**src/rtl/char_rom_arbiter_pkg.sv**
```systemverilog
// Shared constants and types for the character ROM arbiter.
package char_rom_arb_pkg;
   localparam int N_REQ     = 3;
   localparam int ADDR_W    = 8;
   localparam int DATA_W    = 7;
   localparam int MAX_BURST = 16;
   localparam int OWNER_W   = (N_REQ > 1) ? $clog2(N_REQ) : 1;
   localparam int CNT_W     = 8;

   typedef logic [OWNER_W-1:0] owner_t;

   typedef struct packed {
      logic   valid;
      owner_t owner;
   } pipe_stage_t;

   typedef enum logic {IDLE, BURST} burst_st_t;
endpackage

```
**src/rtl/char_rom_arbiter_if.sv**
```systemverilog
// Requester-side bus: requests, burst hints, addresses, grants and returned codes.
interface char_rom_arbiter_if;
   import char_rom_arb_pkg::*;

   logic [N_REQ-1:0]        req;
   logic [N_REQ-1:0]        lock;
   logic [N_REQ*ADDR_W-1:0] addr;
   logic [N_REQ-1:0]        gnt;
   logic [N_REQ-1:0]        rvalid;
   logic [DATA_W-1:0]       rdata;

   modport master (output req, lock, addr, input gnt, rvalid, rdata);
   modport slave  (input req, lock, addr, output gnt, rvalid, rdata);
endinterface

```
**src/rtl/char_rom_arbiter_rr.sv**
```systemverilog
// Round-robin picker: first asserted request strictly after 'last', wrapping.
module rr_picker
   import char_rom_arb_pkg::*;
(
   input  logic [N_REQ-1:0] req,
   input  owner_t           last,
   output logic [N_REQ-1:0] gnt,
   output owner_t           idx,
   output logic             any
);
   // Scan last+1 .. last+N_REQ (mod N_REQ); the first hit wins.
   always_comb begin
      owner_t j;
      gnt = '0;
      idx = '0;
      any = 1'b0;
      j   = '0;
      for (int k = 1; k <= N_REQ; k++) begin
         j = owner_t'((int'(last) + k) % N_REQ);
         if (!any && req[j]) begin
            any = 1'b1;
            idx = j;
         end
      end
      if (any) gnt[idx] = 1'b1;
   end
endmodule

```
**src/rtl/char_rom_arbiter.sv**
```systemverilog
// Shares one registered character ROM between requesters: RR arbitration,
// limited locked bursts, and a 2-stage owner pipeline matching ROM latency.
module char_rom_arbiter
   import char_rom_arb_pkg::*;
(
   input  logic              clk,
   input  logic              rst,
   char_rom_arbiter_if.slave bus,
   output logic [ADDR_W-1:0] char_xy,
   input  logic [DATA_W-1:0] char_code
);
   burst_st_t        st, st_nxt;
   owner_t           burst_owner, owner_nxt;
   logic [CNT_W-1:0] burst_cnt, cnt_nxt;
   owner_t           last, win, pick_idx;
   logic [N_REQ-1:0] pick_gnt, others;
   logic             pick_any, hold, win_any;
   pipe_stage_t      s1, s2;

   rr_picker u_pick (
      .req  (bus.req),
      .last (last),
      .gnt  (pick_gnt),
      .idx  (pick_idx),
      .any  (pick_any)
   );

   // Keep the burst owner unless it let go or hit the limit with others waiting.
   always_comb begin
      others              = bus.req;
      others[burst_owner] = 1'b0;
      hold    = (st == BURST) && bus.req[burst_owner] && bus.lock[burst_owner]
                && !((burst_cnt >= CNT_W'(MAX_BURST)) && (|others));
      win_any = !rst && (hold || pick_any);
      win     = hold ? burst_owner : pick_idx;
   end

   // Burst FSM state register.
   always_ff @(posedge clk) begin
      if (rst) begin
         st          <= IDLE;
         burst_owner <= '0;
         burst_cnt   <= '0;
      end else begin
         st          <= st_nxt;
         burst_owner <= owner_nxt;
         burst_cnt   <= cnt_nxt;
      end
   end

   // Burst FSM next state: a locked winner opens or extends a burst.
   always_comb begin
      st_nxt    = IDLE;
      owner_nxt = '0;
      cnt_nxt   = '0;
      if (win_any && bus.lock[win]) begin
         st_nxt    = BURST;
         owner_nxt = win;
         if (st == BURST && win == burst_owner)
            cnt_nxt = (burst_cnt == '1) ? burst_cnt : burst_cnt + 1'b1;
         else
            cnt_nxt = CNT_W'(1);
      end
   end

   // Outputs: grant for this cycle, and ROM data routed to the stage-2 owner.
   always_comb begin
      bus.gnt    = '0;
      bus.rvalid = '0;
      bus.rdata  = '0;
      if (win_any) bus.gnt = hold ? (N_REQ'(1) << burst_owner) : pick_gnt;
      if (s2.valid) begin
         bus.rvalid[s2.owner] = 1'b1;
         bus.rdata            = char_code;
      end
   end

   // Address register, RR pointer and owner pipeline tracking ROM latency.
   always_ff @(posedge clk) begin
      if (rst) begin
         char_xy <= '0;
         last    <= owner_t'(N_REQ - 1);
         s1      <= '0;
         s2      <= '0;
      end else begin
         s2       <= s1;
         s1.valid <= win_any;
         s1.owner <= win;
         if (win_any) begin
            char_xy <= bus.addr[int'(win)*ADDR_W +: ADDR_W];
            last    <= win;
         end
      end
   end
endmodule

```
**src/flat_wrapper.sv**
```systemverilog
// flat-port wrapper written by rule: the top's interface ports become plain ports
module char_rom_arbiter_flat import char_rom_arb_pkg::*;
  (clk, rst, char_xy, char_code, bus_req, bus_lock, bus_addr, bus_gnt, bus_rvalid, bus_rdata);
  char_rom_arbiter_if bus_i ();
  input  logic clk;
  input  logic rst;
  output logic [ADDR_W-1:0] char_xy;
  input  logic [DATA_W-1:0] char_code;
  input wire logic [$bits(bus_i.req)-1:0] bus_req;
  input wire logic [$bits(bus_i.lock)-1:0] bus_lock;
  input wire logic [$bits(bus_i.addr)-1:0] bus_addr;
  output wire logic [$bits(bus_i.gnt)-1:0] bus_gnt;
  output wire logic [$bits(bus_i.rvalid)-1:0] bus_rvalid;
  output wire logic [$bits(bus_i.rdata)-1:0] bus_rdata;
  assign bus_i.req = bus_req;
  assign bus_i.lock = bus_lock;
  assign bus_i.addr = bus_addr;
  assign bus_gnt = bus_i.gnt;
  assign bus_rvalid = bus_i.rvalid;
  assign bus_rdata = bus_i.rdata;
  char_rom_arbiter u_core (.clk(clk), .rst(rst), .bus(bus_i), .char_xy(char_xy), .char_code(char_code));
endmodule
```
**config.mk**
```make
export PLATFORM = sky130hd
export DESIGN_NAME = char_rom_arbiter_flat
export DESIGN_NICKNAME = d
export VERILOG_FILES = /design/src/rtl/char_rom_arbiter_pkg.sv /design/src/rtl/char_rom_arbiter_if.sv /design/src/rtl/char_rom_arbiter_rr.sv /design/src/rtl/char_rom_arbiter.sv /design/src/flat_wrapper.sv
export SDC_FILE = /design/constraint.sdc
export NUM_CORES = 1
export LEC_CHECK = 0
export CAP_MARGIN = 30
export CORE_ASPECT_RATIO = 2
export CORE_MARGIN = 5
export CORE_UTILIZATION = 39
export CTS_CLUSTER_DIAMETER = 100
export DETAILED_ROUTE_END_ITERATION = 12
export GPL_TIMING_DRIVEN = 1
export PLACE_DENSITY = 0.71
export SLEW_MARGIN = 30
export SYNTH_ARGS = -nofsm -noshare
export SYNTH_HDL_FRONTEND = slang
export SYNTH_SLANG_ARGS = --single-unit
```
**constraint.sdc**
```tcl
create_clock -name clk -period 5.1 [get_ports clk]
set_input_delay 1.02 -clock clk [delete_from_list [all_inputs] [get_ports clk]]
set_output_delay 1.02 -clock clk [all_outputs]
set_load 0.03 [all_outputs]
```
# ---- After elaboration in Yosys (flattened, before gate mapping)
# Cells that the tools add are included.
# W data, S select, Z words.
dict set report totals {
  regBits 27
  inputBits 39
}
dict set report classes {
  div 3
  reduce_logical 20
  addsub 4
  bitwise 4
  magnitude_cmp 11
  n_shift 2
  mux 33
  n_eq_ne 3
}
# cell n
set ops {}
lappend ops {{$mod A32 B3 Y32 const B} 3}
lappend ops {{$shiftx A24 B6 Y8} 1}
lappend ops {{$lt A2 B3 Y1 const B} 7}
lappend ops {{$mux W1} 15}
lappend ops {{$bmux W1 S2} 6}
lappend ops {{$logic_and A1 B1 Y1} 12}
lappend ops {{$mux W3} 4}
lappend ops {{$add A8 B1 Y8 const B} 1}
lappend ops {{$eq A8 B8 Y1 const B} 1}
lappend ops {{$ge A8 B5 Y1 const B} 1}
lappend ops {{$mux W2} 4}
lappend ops {{$mux W7} 1}
lappend ops {{$add A2 B2 Y3 const B} 2}
lappend ops {{$demux W1 S2} 3}
lappend ops {{$ge A2 B1 Y1 const B} 3}
lappend ops {{$reduce_or A3 Y1} 2}
lappend ops {{$logic_not A1 Y1} 4}
lappend ops {{$add A2 B1 Y3 const B} 1}
lappend ops {{$and A3 B3 Y3} 1}
lappend ops {{$not A3 Y3} 1}
lappend ops {{$shl A1 B2 Y3 const A} 1}
lappend ops {{$eq A2 B2 Y1} 1}
lappend ops {{$ne A2 B2 Y1 const B} 1}
lappend ops {{$not A1 Y1} 2}
lappend ops {{2 further kinds} 2}

# ---- Logic depth before layout (Yosys ltp)
dict set report depth {
  word_depth 18
  mapped_depth 10
}

# ---- Hierarchy
# Synthesis repeated with hierarchy kept, for this count alone.
dict set report unflattened {
  cells_unflattened 224
  hier_area_um2 1835.5
}
# mod cells_each instances area_each_um2 seq_area_each_um2
set by_module_without_submodules {}
lappend by_module_without_submodules {char_rom_arbiter 185 1 1577.8 540.5}
lappend by_module_without_submodules {rr_picker 39 1 257.7 0.0}

# ---- Worst setup path before layout
# Ideal clock, no wire load.
dict set report synth_timing {
  kind {input to output}
  from {in bus_req[2]}
  to {out bus_gnt[1]}
  n_path_buf 2
  required_ns 4.080
  slack_ns 1.094
  path_stages 7
  t_arrival_ns 2.986
  cell_sequence {buf_4 -> a221oi_1 -> a32oi_1 -> o31ai_1 -> mux2i_1 -> buf_4 -> nor3_1}
}
dict set report synth_between {
  elab_chain_cells 16
}
# element line_no
set synth_rtl {}
lappend synth_rtl {{from (decl)} flat_wrapper.sv:9} ;# input wire logic [$bits(bus_i.req)-1:0] bus_req;
lappend synth_rtl {{$bmux W1 S2} char_rom_arbiter_rr.sv:20} ;# if (!any && req[j]) begin
lappend synth_rtl {{$mux W1 (not written as such)} char_rom_arbiter_rr.sv:20}
lappend synth_rtl {{$mux W1} char_rom_arbiter_rr.sv:20}
lappend synth_rtl {{$logic_not A1 Y1} char_rom_arbiter_rr.sv:20}
lappend synth_rtl {{$logic_and A1 B1 Y1} char_rom_arbiter_rr.sv:20}
lappend synth_rtl {{$mux W1} char_rom_arbiter_rr.sv:20}
lappend synth_rtl {{$logic_not A1 Y1} char_rom_arbiter_rr.sv:20}
lappend synth_rtl {{$logic_and A1 B1 Y1} char_rom_arbiter_rr.sv:20}
lappend synth_rtl {{$mux W2} char_rom_arbiter_rr.sv:20}
lappend synth_rtl {{$lt A2 B3 Y1 (not written as such) / $ge A2 B1 Y1 (equally long branches)} char_rom_arbiter_rr.sv:25} ;# if (any) gnt[idx] = 1'b1;
lappend synth_rtl {{$logic_and A1 B1 Y1 (not written as such)} char_rom_arbiter_rr.sv:25}
lappend synth_rtl {{$mux W1 (not written as such)} char_rom_arbiter_rr.sv:25}
lappend synth_rtl {{$demux W1 S2} char_rom_arbiter_rr.sv:25}
lappend synth_rtl {{$mux W3} char_rom_arbiter_rr.sv:25}
lappend synth_rtl {{$mux W3} char_rom_arbiter.sv:71} ;# if (win_any) bus.gnt = hold ? (N_REQ'(1) << burst_owner) : pick_gnt;
lappend synth_rtl {{$mux W3 (*)} char_rom_arbiter.sv:71}
lappend synth_rtl {{to (decl)} flat_wrapper.sv:12} ;# output wire logic [$bits(bus_i.gnt)-1:0] bus_gnt;
# Every way passes the cells marked *; elsewhere a longest branch is shown, timed or not. The select of a mux whose other input is x is not followed.

# ---- Worst setup path after layout
dict set report layout_timing {
  from {in bus_req[1]}
  to {out bus_gnt[0]}
}
# The elaborated chain is that of the path after synthesis.

==> impl_metrics.tcl <==
set metrics [dict create \
    die-area_um2 5700 \
    cp.arrival_ns 3.61 \
    clock-root-buffer "clkbuf_8" \
    yosys_register_bits 27 \
    antennaDiodeCount 0 \
    rr_endpoint "u_core.burst_cnt[4]" \
    cpMaxStageDelayCell "clkdlybuf4s50_1" \
    grt_usage 0.144 \
    period_share 0.907 \
    ys_warn_count 0 \
    routed_wl_um 3950 \
    drt_drc_violations_left 0 \
    crit_start "bus_req[1]" \
    antenna_found_initial 0 \
    synth.avg_cell_area_um2 9.05 \
    ant_nets 0 \
    cpPeakStageDelay_ns 0.72 \
    final_nets 285 \
    cp-start-kind "primary input" \
    cts_setup_buffers 0 \
    cap_violations 0 \
    cts_hold_buf 0 \
    routedWlPerCell_um 13.6 \
    clk_pin_slew_ns 0.09 \
    hold_viol_final 0 \
    ys.flop_type "dfxtp_1" \
    synth_edf_count 0 \
    die_h_um 102 \
    dp_hpwl_um 3220 \
    cts_tree "done" \
    place_ws_ns 0.503 \
    drive_above_1_share 0.0879 \
    run_status "completed" \
    p_comb_frac 0.577 \
    crit_top_cell "clkdlybuf4s50_1" \
    p_clk_frac 0.121 \
    internal_power_uw 568 \
    power.total_uw 992 \
    grt_pass1_vias 1556 \
    max-vdd-ir-drop_uv 304 \
    place_inst 287 \
    slew_violations 0 \
    fp-row-count 33 \
    critPathCaptureType "output pin" \
    rsz0062_at_grt "no" \
    leakagePower_nw 0.913 \
    sequentialPowerShare 0.303 \
    hp-class "reg -> reg" \
    ios 60 \
    area_delta_synth_final_pct 39.4 \
    p_per_area_nw_per_um2 432 \
    start_util 0.403 \
    fmax_mhz 216 \
    r2r_start "u_core.last[0]" \
    crit_chain "clkdlybuf4s50_1 -> mux2i_1 -> a2bb2oi_1 -> a211o_1 -> or3_2 -> a21oi_1 -> clkdlybuf4s50_1" \
    synth_cells 182 \
    first_pass_iters 4 \
    slew_headroom 0.620 \
    netlist_area_um2 1650 \
    grt_pass1_wl_um 6650 \
    drtIter0Drc 17 \
    setup-tns-final_ns 0 \
    switching_share 0.427 \
    cts_resized 0 \
    yosysUniqueCellTypes 46 \
    numCtsBuffers 3 \
    async_flop_share 0 \
    required_ns 4.08 \
    tightest_slew_ns 0.569 \
    grt_start_max_net_pins 16 \
    vias_per_cell 5.07 \
    crit_type "in -> out" \
    rr_worst_depth 9 \
    fin_ws_ns 0.473 \
    cp_max_fo 10 \
    worstSetupEndpoint "bus_gnt[0]" \
    fin_cells 291 \
    utilization 0.561 \
    r2r_setup_slack_ns 2.25 \
    vias 1474 \
    clk_latency_ns 0.27 \
    place_congestion 0.709 \
    period_needed_ns 4.63 \
    io_buffers 59 \
    clk_path_buf_depth 2 \
    globalRouteOverflowTotal 0 \
    fp.coreArea_um2 4090 \
    syn_nets 227 \
    fin_worst_skew_ns 0.00526 \
    die_w_um 55.9 \
    final_cell_mix "clkdlybuf4s50_1 (59), dfxtp_1 (27), o21ai_0 (13), mux2i_1 (13), nor2_1 (11)" \
    layout_commonest_cell "clkdlybuf4s50_1" \
    htree_levels 1 \
    cts.sinks 27 \
    synth-seq-area-share 0.328 \
    setup_violations 0 \
    p_sw_uw 424 \
]
[worst min path at each step]
stage / from / to / slack [ns] / depth (start not counted)
2_1_floorplan: u_core.s1[0] / u_core.s2[0] / 0.41 / 1
3_3_place_gp: u_core.s1[2] / u_core.s2[2] / 0.41 / 1
3_5_place_dp: u_core.s1[0] / u_core.s2[0] / 0.42 / 1
4_1_cts: u_core.s1[0] / u_core.s2[0] / 0.45 / 1
5_1_grt: u_core.s1[0] / u_core.s2[0] / 0.46 / 1
6_report: u_core.s1[0] / u_core.s2[0] / 0.44 / 1
[power groups by stage]
stage	combinational (mW)	clock, mW	sequential, mW
2_1_floorplan	0.370	0	0.339
3_3_place_gp	0.571	0	0.304
3_5_place_dp	0.574	0	0.305
4_1_cts	0.579	0.123	0.301
5_1_grt	0.624	0.131	0.311
6_report	0.572	0.120	0.300
[stage by stage]
step           area [µm²]  hold slack, ns
6_report             2290           0.441
3_3_place_gp         2250           0.415
4_1_cts              2290           0.445
3_5_place_dp         2250           0.424
2_1_floorplan        1650           0.414
5_1_grt              2290           0.461
[area by class of cell]
type                            instances  area (µm²)
Inverter                                7        26.3
Tap cell                               52        65.1
Fill cell                             356        1790
Multi-Input combinational cell        140        1010
Clock buffer                            4        45.0
Timing Repair Buffer                   61         606
Sequential cell                        27         541
[registers in the layout (all words and copies together) (netlist names)]
| signal | flops |
|---|---|
| u_core.st | 1 |
| u_core.char_xy | 8 |
| u_core.s1 | 3 |
| u_core.burst_cnt | 8 |
| u_core.burst_owner | 2 |
| u_core.s2 | 3 |
| u_core.last | 2 |
[synth_stat cells (2+ instances only)]
library cell / n / area share
nor2b_1: 6 / 0.023
nand2_1: 10 / 0.023
nand3_1: 3 / 0.0091
a21oi_1: 9 / 0.027
nor2_1: 11 / 0.025
nand4_1: 2 / 0.0076
xnor2_1: 2 / 0.011
nor3_1: 4 / 0.012
and3b_1: 2 / 0.011
o21bai_1: 2 / 0.0091
and2_1: 8 / 0.030
a22oi_1: 8 / 0.036
dfxtp_1: 27 / 0.33
clkbuf_1: 2 / 0.0046
nor3_2: 6 / 0.036
o21ai_0: 13 / 0.040
xor2_1: 4 / 0.021
a32oi_1: 2 / 0.011
and3_1: 2 / 0.0076
inv_1: 7 / 0.016
ha_1: 6 / 0.046
buf_6: 4 / 0.027
nand2b_1: 6 / 0.023
buf_4: 2 / 0.0091
mux2i_1: 13 / 0.079
[routing by layer]
metal	routed length, µm	part of all wire	vias to the layer above	global-route usage
li1	-	-	758	-
met1	1400	0.35	670	0.129
met2	2260	0.57	44	0.299
met3	259	0.066	2	0.0354
met4	37	0.0094	0	0.0548
met5	0	0	-	0
[cells by family (layout without fill, tap and decap cells)]
group / Yosys count / in the layout / share of synthesized area
AO/OA/AOI/OAI: 43 / 43 / 0.176
XOR/XNOR: 6 / 6 / 0.0319
adder cells (fa/ha/maj): 6 / 6 / 0.0456
buffers and inverters: 15 / 72 / 0.0570
flip-flops: 27 / 27 / 0.328
multiplexers: 15 / 15 / 0.0995
AND/OR/NAND/NOR: 70 / 70 / 0.261
[worst max-delay path: cells and delay by family]
family	cells	cell delay [ns]
buffers and inverters	2	1.31
AO/OA/AOI/OAI	3	0.71
AND/OR/NAND/NOR	1	0.46
multiplexers	1	0.11
(Power assumes the default switching activity.)
